[config.mk]
export PLATFORM = sky130hd
export DESIGN_NAME = ptw_arbiter
export DESIGN_NICKNAME = d
export VERILOG_FILES = /design/src/rtl/ptw_arbiter_pkg.sv /design/src/rtl/ptw_arbiter_rr_pick2.sv /design/src/rtl/ptw_arbiter.sv
export SDC_FILE = /design/constraint.sdc
export NUM_CORES = 1
export LEC_CHECK = 0
export ABC_AREA = 1
export CAP_MARGIN = 20
export CELL_PAD_IN_SITES_DETAIL_PLACEMENT = 0
export CELL_PAD_IN_SITES_GLOBAL_PLACEMENT = 1
export CORE_ASPECT_RATIO = 0.7
export CORE_UTILIZATION = 29
export DETAILED_ROUTE_END_ITERATION = 10
export MAX_ROUTING_LAYER = met4
export PLACE_DENSITY = 0.89
export SYNTH_ARGS = -nofsm -noshare
export SYNTH_HDL_FRONTEND = slang
export SYNTH_HIERARCHICAL = 1
export SYNTH_SLANG_ARGS = --single-unit
[constraint.sdc]
create_clock -name clk -period 9.9 [get_ports clk]
set_input_delay 0.99 -clock clk [delete_from_list [all_inputs] [get_ports clk]]
set_output_delay 0.99 -clock clk [all_outputs]
set_load 0.02 [all_outputs]
[src/rtl/ptw_arbiter_pkg.sv]
// Shared types for the page-table-walk arbiter and its round-robin picker.
// State encoding, requester id type and a small helper for alternating grants.
// Consumers import ptw_arbiter_pkg::*.
package ptw_arbiter_pkg;

  typedef enum logic [1:0] {
    IDLE  = 2'd0,
    ISSUE = 2'd1,
    WAIT  = 2'd2,
    RESP  = 2'd3
  } ptw_arb_state_t;

  typedef logic ptw_src_t;

  localparam ptw_src_t SRC_I = 1'b0;
  localparam ptw_src_t SRC_D = 1'b1;

  // The requester that did not win last time.
  function automatic ptw_src_t other_src(input ptw_src_t s);
    return ~s;
  endfunction

endpackage

[src/rtl/ptw_arbiter_rr_pick2.sv]
// Two-requester round-robin picker, purely combinational.
// Single pending side wins outright; on a tie the side that did not win last time is picked.
// No state here: the caller owns and updates 'last' at the grant.
module rr_pick2
  import ptw_arbiter_pkg::*;
(
  input  logic     req_i,
  input  logic     req_d,
  input  ptw_src_t last,
  output logic     gnt_valid,
  output ptw_src_t gnt_src
);

  // Tie-break toward the side that was not granted last.
  always_comb begin
    gnt_valid = req_i | req_d;
    if (req_i && req_d) begin
      gnt_src = other_src(last);
    end else if (req_d) begin
      gnt_src = SRC_D;
    end else begin
      gnt_src = SRC_I;
    end
  end

endmodule

[src/rtl/ptw_arbiter.sv]
// Shares one page-table walker between the I-side and D-side TLB miss ports, round-robin.
// Latency: req in IDLE cycle N -> walk_req in N+1; walk_finish in cycle F -> done in F+1.
// One outstanding miss per side; a request arriving while busy stays pending (level-sensitive).
// Optional macro PTW_ARB_FLUSH_EN adds a flush input that drops the in-flight walk's response.
module ptw_arbiter
  import ptw_arbiter_pkg::*;
#(
  parameter int ADDR_WIDTH = 64
) (
  input  logic                  clk,
  input  logic                  rst,
`ifdef PTW_ARB_FLUSH_EN
  input  logic                  flush,
`endif
  input  logic                  i_req,
  input  logic [ADDR_WIDTH-1:0] i_va,
  output logic                  i_done,
  output logic [ADDR_WIDTH-1:0] i_pte,
  input  logic                  d_req,
  input  logic [ADDR_WIDTH-1:0] d_va,
  output logic                  d_done,
  output logic [ADDR_WIDTH-1:0] d_pte,
  input  logic [ADDR_WIDTH-1:0] satp_ppn,
  output logic                  walk_req,
  output logic [ADDR_WIDTH-1:0] walk_va,
  output logic [ADDR_WIDTH-1:0] walk_ppn_base,
  input  logic [ADDR_WIDTH-1:0] walk_pte,
  input  logic                  walk_finish
);

  ptw_arb_state_t        state_q, state_d;
  ptw_src_t              last_q, last_d;
  ptw_src_t              src_q, src_d;
  logic [ADDR_WIDTH-1:0] va_q, va_d;
  logic [ADDR_WIDTH-1:0] ppn_q, ppn_d;
  logic [ADDR_WIDTH-1:0] i_pte_q, i_pte_d;
  logic [ADDR_WIDTH-1:0] d_pte_q, d_pte_d;
  logic                  gnt_valid;
  ptw_src_t              gnt_src;
  logic                  drop_now;

`ifdef PTW_ARB_FLUSH_EN
  logic drop_q, drop_d;

  // A flush seen in ISSUE/WAIT (including the finish cycle itself) discards this walk's result.
  always_comb begin
    drop_now = drop_q | flush;
  end
`else
  // Without flush support every granted walk is answered.
  always_comb begin
    drop_now = 1'b0;
  end
`endif

  rr_pick2 u_pick (
    .req_i     (i_req),
    .req_d     (d_req),
    .last      (last_q),
    .gnt_valid (gnt_valid),
    .gnt_src   (gnt_src)
  );

  // Next-state: grant in IDLE, one-cycle issue, wait for walker, one-cycle response.
  always_comb begin
    state_d = state_q;
    last_d  = last_q;
    src_d   = src_q;
    va_d    = va_q;
    ppn_d   = ppn_q;
    i_pte_d = i_pte_q;
    d_pte_d = d_pte_q;
`ifdef PTW_ARB_FLUSH_EN
    drop_d  = drop_q;
`endif
    case (state_q)
      IDLE: begin
`ifdef PTW_ARB_FLUSH_EN
        drop_d = 1'b0;
`endif
        if (gnt_valid) begin
          state_d = ISSUE;
          src_d   = gnt_src;
          last_d  = gnt_src;
          va_d    = (gnt_src == SRC_D) ? d_va : i_va;
          ppn_d   = satp_ppn;
        end
      end
      ISSUE: begin
        state_d = WAIT;
`ifdef PTW_ARB_FLUSH_EN
        drop_d  = drop_now;
`endif
      end
      WAIT: begin
`ifdef PTW_ARB_FLUSH_EN
        drop_d = drop_now;
`endif
        if (walk_finish) begin
          if (drop_now) begin
            // Walker could not be aborted; its result is simply discarded.
            state_d = IDLE;
`ifdef PTW_ARB_FLUSH_EN
            drop_d  = 1'b0;
`endif
          end else begin
            state_d = RESP;
            if (src_q == SRC_D) begin
              d_pte_d = walk_pte;
            end else begin
              i_pte_d = walk_pte;
            end
          end
        end
      end
      RESP: begin
        state_d = IDLE;
`ifdef PTW_ARB_FLUSH_EN
        drop_d  = 1'b0;
`endif
      end
      default: state_d = IDLE;
    endcase
  end

  // State registers; reset also abandons any walk in flight.
  always_ff @(posedge clk or posedge rst) begin
    if (rst) begin
      state_q <= IDLE;
      last_q  <= SRC_D;
      src_q   <= SRC_I;
      va_q    <= '0;
      ppn_q   <= '0;
      i_pte_q <= '0;
      d_pte_q <= '0;
`ifdef PTW_ARB_FLUSH_EN
      drop_q  <= 1'b0;
`endif
    end else begin
      state_q <= state_d;
      last_q  <= last_d;
      src_q   <= src_d;
      va_q    <= va_d;
      ppn_q   <= ppn_d;
      i_pte_q <= i_pte_d;
      d_pte_q <= d_pte_d;
`ifdef PTW_ARB_FLUSH_EN
      drop_q  <= drop_d;
`endif
    end
  end

  // Outputs are straight decodes of registered state.
  always_comb begin
    walk_req      = (state_q == ISSUE);
    walk_va       = va_q;
    walk_ppn_base = ppn_q;
    i_done        = (state_q == RESP) && (src_q == SRC_I);
    d_done        = (state_q == RESP) && (src_q == SRC_D);
    i_pte         = i_pte_q;
    d_pte         = d_pte_q;
  end

endmodule
==> results of run 1 <==
==> cells in the mapped netlist <==
library cell,count
a21oi_1,1
buf_1,1
buf_2,51
buf_4,16
buf_6,9
clkbuf_1,6
dfrtp_1,259
dfstp_2,1
ha_1,5
inv_1,75
inv_2,2
nand2_1,781
nand3_1,2
nand3_2,2
nand4_1,64
nor2_1,1
o21ai_0,1
o21ai_1,60
o21ai_2,4
or2_1,1
==> placed cells by master (no fill, tap or decap), drive strengths merged, types with 2 or more instances in the layout <==
cell           Yosys  layout
bufinv             0       3
nand4             64      64
clkdlybuf4s50      0     518
dfrtp            259     259
o21ai             65      65
buf               77      12
nand2            781     781
nand3              4       4
inv               77      77
clkbuf             6      41
ha                 5       5
clkinv             0       3
clkinvlp           0       2
==> sequential cells by signal (all words and copies together), names as in the netlist <==
| name | flops |
|---|---|
| i_pte | 64 |
| state_q | 2 |
| src_q | 1 |
| walk_ppn_base | 64 |
| walk_va | 64 |
| d_pte | 64 |
| last_q | 1 |
==> per-stage QoR <==
step / setup WS (ns) / hold slack [ns] / power (mW) / area [um2] / std cells
after global routing: 6.30 / 0.481 / 6.11 / 17500 / 2327
after floorplan: 1.76 / 0.447 / 3.27 / 11100 / 1342
final: 6.53 / 0.469 / 5.76 / 17500 / 2327
after detailed placement: 5.94 / 0.458 / 4.68 / 16500 / 2276
after global placement: 6.03 / 0.453 / 4.64 / 16500 / 2276
after CTS: 6.54 / 0.473 / 5.83 / 17500 / 2325
==> report_power, final <==
group	internal [mW]	leakage (nW)	total (mW)	switching, mW
Clock	0.675	0.480	1.11	0.434
Combinational	1.20	4.99	2.80	1.61
Sequential	1.56	3.25	1.84	0.284
Total	3.43	8.72	5.76	2.32
==> metal layers <==
metal,vias up,track usage,part of all wire
met1,4842,0.235,0.41
met4,0,0.0621,0.031
met5,-,-,0
li1,5093,-,-
met3,59,0.0439,0.068
met2,386,0.325,0.49
==> how the worst min path moves through the flow <==
stage,endpoint,slack (ns),depth (start not counted)
after CTS,i_pte[32],0.47,2
after detailed placement,i_pte[48],0.46,2
after floorplan,last_q,0.45,2
after global routing,i_pte[52],0.48,2
final,i_pte[48],0.47,2
after global placement,i_pte[39],0.45,2
==> kinds of logic (layout without fill, tap and decap cells) <==
logic type               after synthesis  count (layout)  share of synthesized area
AO/OA/AOI/OAI                         66              66                     0.0312
AND/OR/NAND/NOR                      851             851                      0.304
buffers and inverters                160             656                     0.0715
flip-flops                           260             260                      0.587
other                                  0               1                          0
adder cells (fa/ha/maj)                5               5                    0.00565
==> layout make-up <==
| cell class | instances | area share |
|---|---|---|
| Inverter | 77 | 0.0171 |
| Clock buffer | 41 | 0.0492 |
| Clock inverter | 8 | 0.00687 |
| Antenna cell | 1 | 0.000143 |
| Multi-Input combinational cell | 922 | 0.218 |
| Timing Repair Buffer | 530 | 0.302 |
| Tap cell | 488 | 0.0349 |
| Sequential cell | 260 | 0.372 |
==> critical path, cell delays in order <==
cell and delay, ns:
clkdlybuf4s50_1 0.52, or2_1 0.18, nand2_4 0.38, inv_4 0.51
buf_4 0.83, nand2_1 0.15, o21ai_0 0.13
==> reports/metrics.cfg, run 1 <==
[status]
status=finished, final reports clean

[global_route]
antenna_found_initial=1
overflow=0
grt_max_degree=130
grt.total_usage=0.195
grt_pass1_vias=10000
grt_pass1_wl_um=57700

[timing]
hold_viol=0
period_needed_ns=3.37
clock_skew_ns=0.00761
fmax_mhz=297
fin_tns_setup_ns=0
rsz0062_at_grt=no
slew_headroom=0.354
final.period_utilization=0.340
setup_violations=0
report.final.slew_viol_count=0
tightest_slew_ns=0.970

[cells_and_area]
seqCellArea_mm2=0.00651
drive_gt1_frac=0.0392
area_growth_syn_to_layout_pct=57.9
multi_input_area_mm2=0.00381
nets=2085
n_fill_cell=3549
final_util=0.467

[floorplanning]
row_count=59
core_mm2=0.0374
ios=520
dieHeight_um=166
die_area_mm2=0.0390
start_util=0.296
die_w_um=236

[critical_path]
endpoint_kind=register
critPathKind=input port to register
start_kind=input port
rrSetupSlack_ns=6.86
crit_arrival_ns=3.82
rr_startpoint=state_q[0]
crit_required_ns=10.35
endpoint=src_q
timing.critical_path.from=i_req
reg2reg_to=src_q
r2r_cells=7
crit_fanout=91

[route]
viasPerCell=4.46
drc=0
wl_per_cell_um=16.5
first_pass_iters=5
wirelength_um=38400
vias=10400
ant_nets=0
drt_iter0_drc=566

[clocking]
numCtsBuffers=28
post_cts_buffers=0
cts_buffer_depth=3
insertion_delay_ns=0.55
cts-root-buf=clkbuf_16
cts_hold_buffers=0
clkTransAtPathRegs_ns=0.06
post_cts_resized=0
h-tree-depth=1
cts_sinks=260
cts_tree=built

[yosys]
syn-instance-count=1342
ys_ff_latch=260
seq_area_frac_synth=0.587
synth_nets=1608
synth.area.top_cells=dfrtp_1 58%, nand2_1 26%, nand4_1 3.6%, o21ai_1 2.7%, inv_1 2.5%
synth_top_cell_by_area=dfrtp_1
netlist-cell-type-count=20
synth_top_cell_area_share=0.585
ys.warnings.count=6
synth.avg_cell_area_um2=8.26
synth_area_mm2=0.0111

[placement]
dp_hpwl_um=26600
place.gp.congestion=0.824
port_buffers=519

[flow_run]
cap_violations=0

[min_path]
hp-class=register to register
min-delay-start=i_pte[48]

[pwr]
ir_drop_mv=0.171
p_per_area_mw_per_mm2=329
total_leakage_power_nw=8.72

Note: power is estimated with default switching activity, not from simulation.
==> inputs of run 2 (changes only) <==
Clock period 9.9 ns to 3.5 ns, I/O delays scaled along.
==> reports/metrics.cfg, run 2 (synthesis results as in run 1) <==
[status]
status=finished, final reports clean  ; unchanged

[clocking]
cts_buffer_depth=3  ; unchanged
insertion_delay_ns=0.56  ; was 0.55 ns
clkTransAtPathRegs_ns=0.07  ; was 0.06 ns
h-tree-depth=1  ; unchanged
cts-root-buf=clkbuf_16  ; unchanged
post_cts_buffers=0  ; unchanged
cts_tree=built  ; unchanged
cts_sinks=260  ; unchanged
cts_hold_buffers=0  ; unchanged
numCtsBuffers=28  ; unchanged
post_cts_resized=0  ; unchanged

[timing]
slew_headroom=0.492  ; was 0.354
fmax_mhz=427
clock_skew_ns=0.0105  ; was 0.00761 ns
period_needed_ns=2.34
fin_tns_setup_ns=0  ; unchanged
rsz0062_at_grt=no  ; unchanged
setup_violations=0  ; unchanged
hold_viol=0  ; unchanged
final.period_utilization=0.668
report.final.slew_viol_count=0  ; unchanged
tightest_slew_ns=0.762  ; was 0.970 ns

[critical_path]
cp_slowest_stage_delay_ns=0.71  ; was 0.83 ns
cpMaxStageDelayCell=clkdlybuf4s50_1  ; was buf_4
rr_startpoint=state_q[0]  ; unchanged
crit_fanout=4  ; was 91
crit_buf_inv=2  ; was 3
crit_cells=4  ; was 7
crit_arrival_ns=1.99  ; was 3.82 ns
critPathKind=register to output port  ; was input port to register
reg2reg_to=walk_ppn_base[57]  ; was src_q
critical_path.cell_chain=ha_1 > inv_1 > nor2_1 > clkdlybuf4s50_1  ; was clkdlybuf4s50_1 > or2_1 > nand2_4 > inv_4 > buf_4 > nand2_1 > o21ai_0
rrSetupSlack_ns=1.58  ; was 6.86 ns
endpoint_kind=output port  ; was register
r2r_cells=7  ; unchanged
start_kind=register  ; was input port
crit_family=buffers and inverters  ; unchanged
crit_required_ns=3.15  ; was 10.35 ns

[placement]
dp_hpwl_um=27800  ; was 26600 um
port_buffers=519  ; unchanged
place.gp.congestion=0.860  ; was 0.824

[pwr]
total_leakage_power_nw=8.78  ; was 8.72 nW
p_per_area_mw_per_mm2=929  ; was 329 mW/mm2
finalPower_mw=16.4  ; was 5.76 mW
ir_drop_mv=0.492  ; was 0.171 mV

[route]
ant_nets=0  ; unchanged
drc=0  ; unchanged
viasPerCell=4.49  ; was 4.46
wirelength_um=39100  ; was 38400 um
vias=10500  ; was 10.4k
drt_iter0_drc=586  ; was 566
first_pass_iters=5  ; unchanged
wl_per_cell_um=16.7  ; was 16.5 um

[global_route]
overflow=0  ; unchanged
grt_max_degree=130  ; unchanged
grt.total_usage=0.198  ; was 0.195
grt_pass1_wl_um=58800  ; was 57700 um
antenna_found_initial=4  ; was 1
grt_pass1_vias=10100  ; was 10.0k

[floorplanning]
ios=520  ; unchanged
core_mm2=0.0374  ; unchanged
dieHeight_um=166  ; unchanged
die_w_um=236  ; unchanged
row_count=59  ; unchanged
die_area_mm2=0.0390  ; unchanged
start_util=0.296  ; unchanged

[cells_and_area]
n_fill_cell=3562  ; was 3549
layout_common_cells=780 x nand2_1, 518 x clkdlybuf4s50_1, 259 x dfrtp_1  ; unchanged
final_common_cell=nand2_1  ; unchanged
drive_gt1_frac=0.0428  ; was 0.0392
area_growth_syn_to_layout_pct=59.0  ; was 57.9%
nets=2089  ; was 2085

[flow_run]
cap_violations=0  ; unchanged

[min_path]
hp-class=input port to async pin  ; was register to register

## run 2: per-stage QoR
stage               utilization  cells  worst slack (ns)  hold slack, ns  area, um2
floorplan                     -   1342            -0.277           0.447      11100
global placement          0.444   2280              1.22           0.453      16600
detailed placement        0.444   2280              1.20           0.458      16600
CTS                       0.470   2331              1.12           0.114      17600
global route              0.471   2336              1.06           0.135      17600
finish                    0.471   2336              1.16           0.146      17600
## run 2: worst max-delay path by stage
stage | start | to | slack [ns]
global placement | i_req | walk_va[19] | 1.22
finish | state_q[0] | i_done | 1.16
global route | state_q[1] | i_done | 1.06
CTS | state_q[1] | i_done | 1.12
floorplan | rst | d_pte[0] | -0.28
detailed placement | i_req | walk_va[19] | 1.20
## run 2: routing by layer
metal,global-route usage,vias to the layer above,share of wire
met5,-,-,0
met4,0.0722,0,0.036
met3,0.0607,56,0.084
met2,0.327,399,0.49
met1,0.230,4937,0.39
li1,-,5099,-
## run 2: where the power goes
part | internal, mW | switching [mW]
combinational | 3.44 | 4.55
clock | 1.88 | 1.29
sequential | 4.41 | 0.785
total | 9.73 | 6.63
## run 2: layout make-up
type                       instances  area, um2  share of cell area
timing repair buffer             534       5400               0.307
clock buffer                      35        777              0.0441
inverter                          77        295              0.0168
sequential                       260       6510               0.369
antenna                            4       10.0            0.000568
tap                              488        611              0.0347
multi-input combinational        922       3810               0.216
clock inverter                    16        209              0.0119
## run 2: worst register-to-register path, delay by kind of cell (launching register included)
family / cells / cell delay (ns)
flops: 1 / 0.42
buf+inv: 3 / 0.89
simple gates: 3 / 0.31
fa+ha+maj: 1 / 0.24
==> inputs of run 3 (changes only) <==
Settings changed: CORE_UTILIZATION 29 to 26, PLACE_DENSITY 0.89 to 0.85.
Clock period 3.5 ns to 2.15 ns, I/O delays scaled along.
==> reports/metrics.cfg, run 3 (synthesis results as in run 1) <==
[route]
viasPerCell=4.34  ; was 4.49
vias=10500  ; about the same
wirelength_um=38600  ; was 39100 um
ant_nets=0  ; unchanged
drc=0  ; unchanged
first_pass_iters=6  ; was 5
wl_per_cell_um=16.0  ; was 16.7 um
drt_iter0_drc=532  ; was 586

[cells_and_area]
n_fill_cell=4075  ; was 3562
drive_gt1_frac=0.0535  ; was 0.0428
layout_common_cells=780 x nand2_1, 515 x clkdlybuf4s50_1, 259 x dfrtp_1  ; was 780 x nand2_1, 518 x clkdlybuf4s50_1, 259 x dfrtp_1
final_util=0.435  ; was 0.471
area_growth_syn_to_layout_pct=62.8  ; was 59.0%
nets=2114  ; was 2089
final_common_cell=nand2_1  ; unchanged

[critical_path]
critPathKind=register to output port  ; unchanged
timing.critical_path.from=state_q[0]  ; unchanged
crit_fanout=4  ; unchanged
endpoint=i_done  ; unchanged
endpoint_kind=output port  ; unchanged
crit_required_ns=1.93  ; was 3.15 ns
start_kind=register  ; unchanged
r2r_cells=7  ; unchanged
rrSetupSlack_ns=0.28  ; was 1.58 ns
crit_arrival_ns=1.66  ; was 1.99 ns
reg2reg_to=i_pte[55]  ; was walk_ppn_base[57]
rr_startpoint=state_q[0]  ; unchanged

[global_route]
grt_pass1_vias=10800  ; was 10.1k
grt_max_degree=82  ; was 130
grt.total_usage=0.181  ; was 0.198
overflow=0  ; unchanged
antenna_found_initial=1  ; was 4
grt_pass1_wl_um=60800  ; was 58800 um

[floorplanning]
ios=520  ; unchanged
row_count=62  ; was 59
start_util=0.267  ; was 0.296
dieHeight_um=175  ; was 166 um
core_mm2=0.0415  ; was 0.0374 mm2
die_area_mm2=0.0435  ; was 0.0390 mm2
die_w_um=249  ; was 236 um

[timing]
period_needed_ns=1.87
slew_headroom=0.676  ; was 0.492
final.period_utilization=0.870
hold_viol=0  ; unchanged
report.final.slew_viol_count=0  ; unchanged
rsz0062_at_grt=no  ; unchanged
setup_violations=0  ; unchanged
fmax_mhz=534
clock_skew_ns=0.0165  ; was 0.0105 ns
tightest_slew_ns=0.487  ; was 0.762 ns

[pwr]
total_leakage_power_nw=8.96  ; was 8.78 nW
p_per_area_mw_per_mm2=1500  ; was 929 mW/mm2
ir_drop_mv=0.818  ; was 0.492 mV
finalPower_mw=27.0  ; was 16.4 mW

[clocking]
h-tree-depth=1  ; unchanged
cts_buffer_depth=3  ; unchanged
cts_tree=built  ; unchanged
cts-root-buf=clkbuf_16  ; unchanged
numCtsBuffers=28  ; unchanged
insertion_delay_ns=0.55  ; was 0.56 ns
clkTransAtPathRegs_ns=0.07  ; about the same
post_cts_buffers=0  ; unchanged
cts_sinks=260  ; unchanged

[placement]
port_buffers=519  ; unchanged
dp_hpwl_um=28600  ; was 27800 um
place.gp.congestion=0.870  ; was 0.860

[status]
status=finished, final reports clean  ; unchanged

[flow_run]
cap_violations=0  ; unchanged

[min_path]
hp-class=input port to register  ; was input port to async pin

==> run 3: cell types whose count changed in the layout (fill, tap and decap cells not counted), sizes merged <==
cell | before | now
dlygate4sd3 | 0 | 1
dlygate4sd2 | 0 | 3
buf | 16 | 40
inv | 79 | 77
bufinv | 4 | 5
clkinvlp | 2 | 4
clkbuf | 35 | 40
clkdlybuf4s50 | 518 | 515
clkinv | 8 | 3
diode | 4 | 1
==> run 3: power by group <==
part	switching, mW	total (mW)	internal (mW)
Sequential	1.33	8.52	7.19
Combinational	7.37	13.2	5.81
Clock	2.07	5.33	3.26
Total	10.8	27.0	16.3
==> run 3: how the worst min path moves through the flow <==
stage	from	cells past startpoint	slack [ns]	to
2_1_floorplan	satp_ppn[0]	2	0.32	walk_ppn_base[0]
6_report	satp_ppn[20]	3	0.20	walk_ppn_base[20]
5_1_grt	satp_ppn[1]	3	0.18	walk_ppn_base[1]
4_1_cts	satp_ppn[20]	3	0.16	walk_ppn_base[20]
3_5_place_dp	i_pte[48]	2	0.46	i_pte[48]
3_3_place_gp	i_pte[14]	2	0.45	i_pte[14]
==> run 3: layer usage <==
metal / track usage / part of all wire / vias to the layer above
li1: - / - / 5140
met1: 0.217 / 0.42 / 4920
met2: 0.302 / 0.48 / 374
met3: 0.0453 / 0.068 / 55
met4: 0.0536 / 0.028 / 0
met5: - / 0 / -
==> run 3: cell type report <==
cell class                      count  area, um2  area share
Antenna cell                        1       2.50    0.000139
Clock buffer                       40        817      0.0453
Clock inverter                     12        210      0.0117
Timing Repair Buffer              559       5710       0.317
Multi-Input combinational cell    922       3810       0.211
Inverter                           77        295      0.0164
Tap cell                          544        681      0.0377
Sequential cell                   260       6510       0.361
==> run 3: worst max-delay path: stages, from the launching register on <==
cell	delay, ns
dfrtp_1	0.40
ha_1	0.20
inv_1	0.05
nor2_1	0.07
dlygate4sd2_1	0.39
==> run 3: timing repair <==
action                                  4_1_cts  5_1_grt
hold endpoints to repair                      2        0
hold buffers                                  1        0
resized for setup                             3        0
endpoints found under the setup margin        3        0
==> run 3: stage by stage <==
stage | hold slack, ns | cells | setup TNS [ns] | setup slack [ns] | cell area [um2]
after floorplan | 0.325 | 1342 | -386.95 | -1.49 | 11100
after global placement | 0.453 | 2361 | 0 | 0.330 | 17000
after detailed placement | 0.458 | 2361 | 0 | 0.279 | 17000
after CTS | 0.165 | 2414 | 0 | 0.211 | 18000
after global routing | 0.176 | 2415 | 0 | 0.138 | 18000
final | 0.197 | 2415 | 0 | 0.279 | 18000
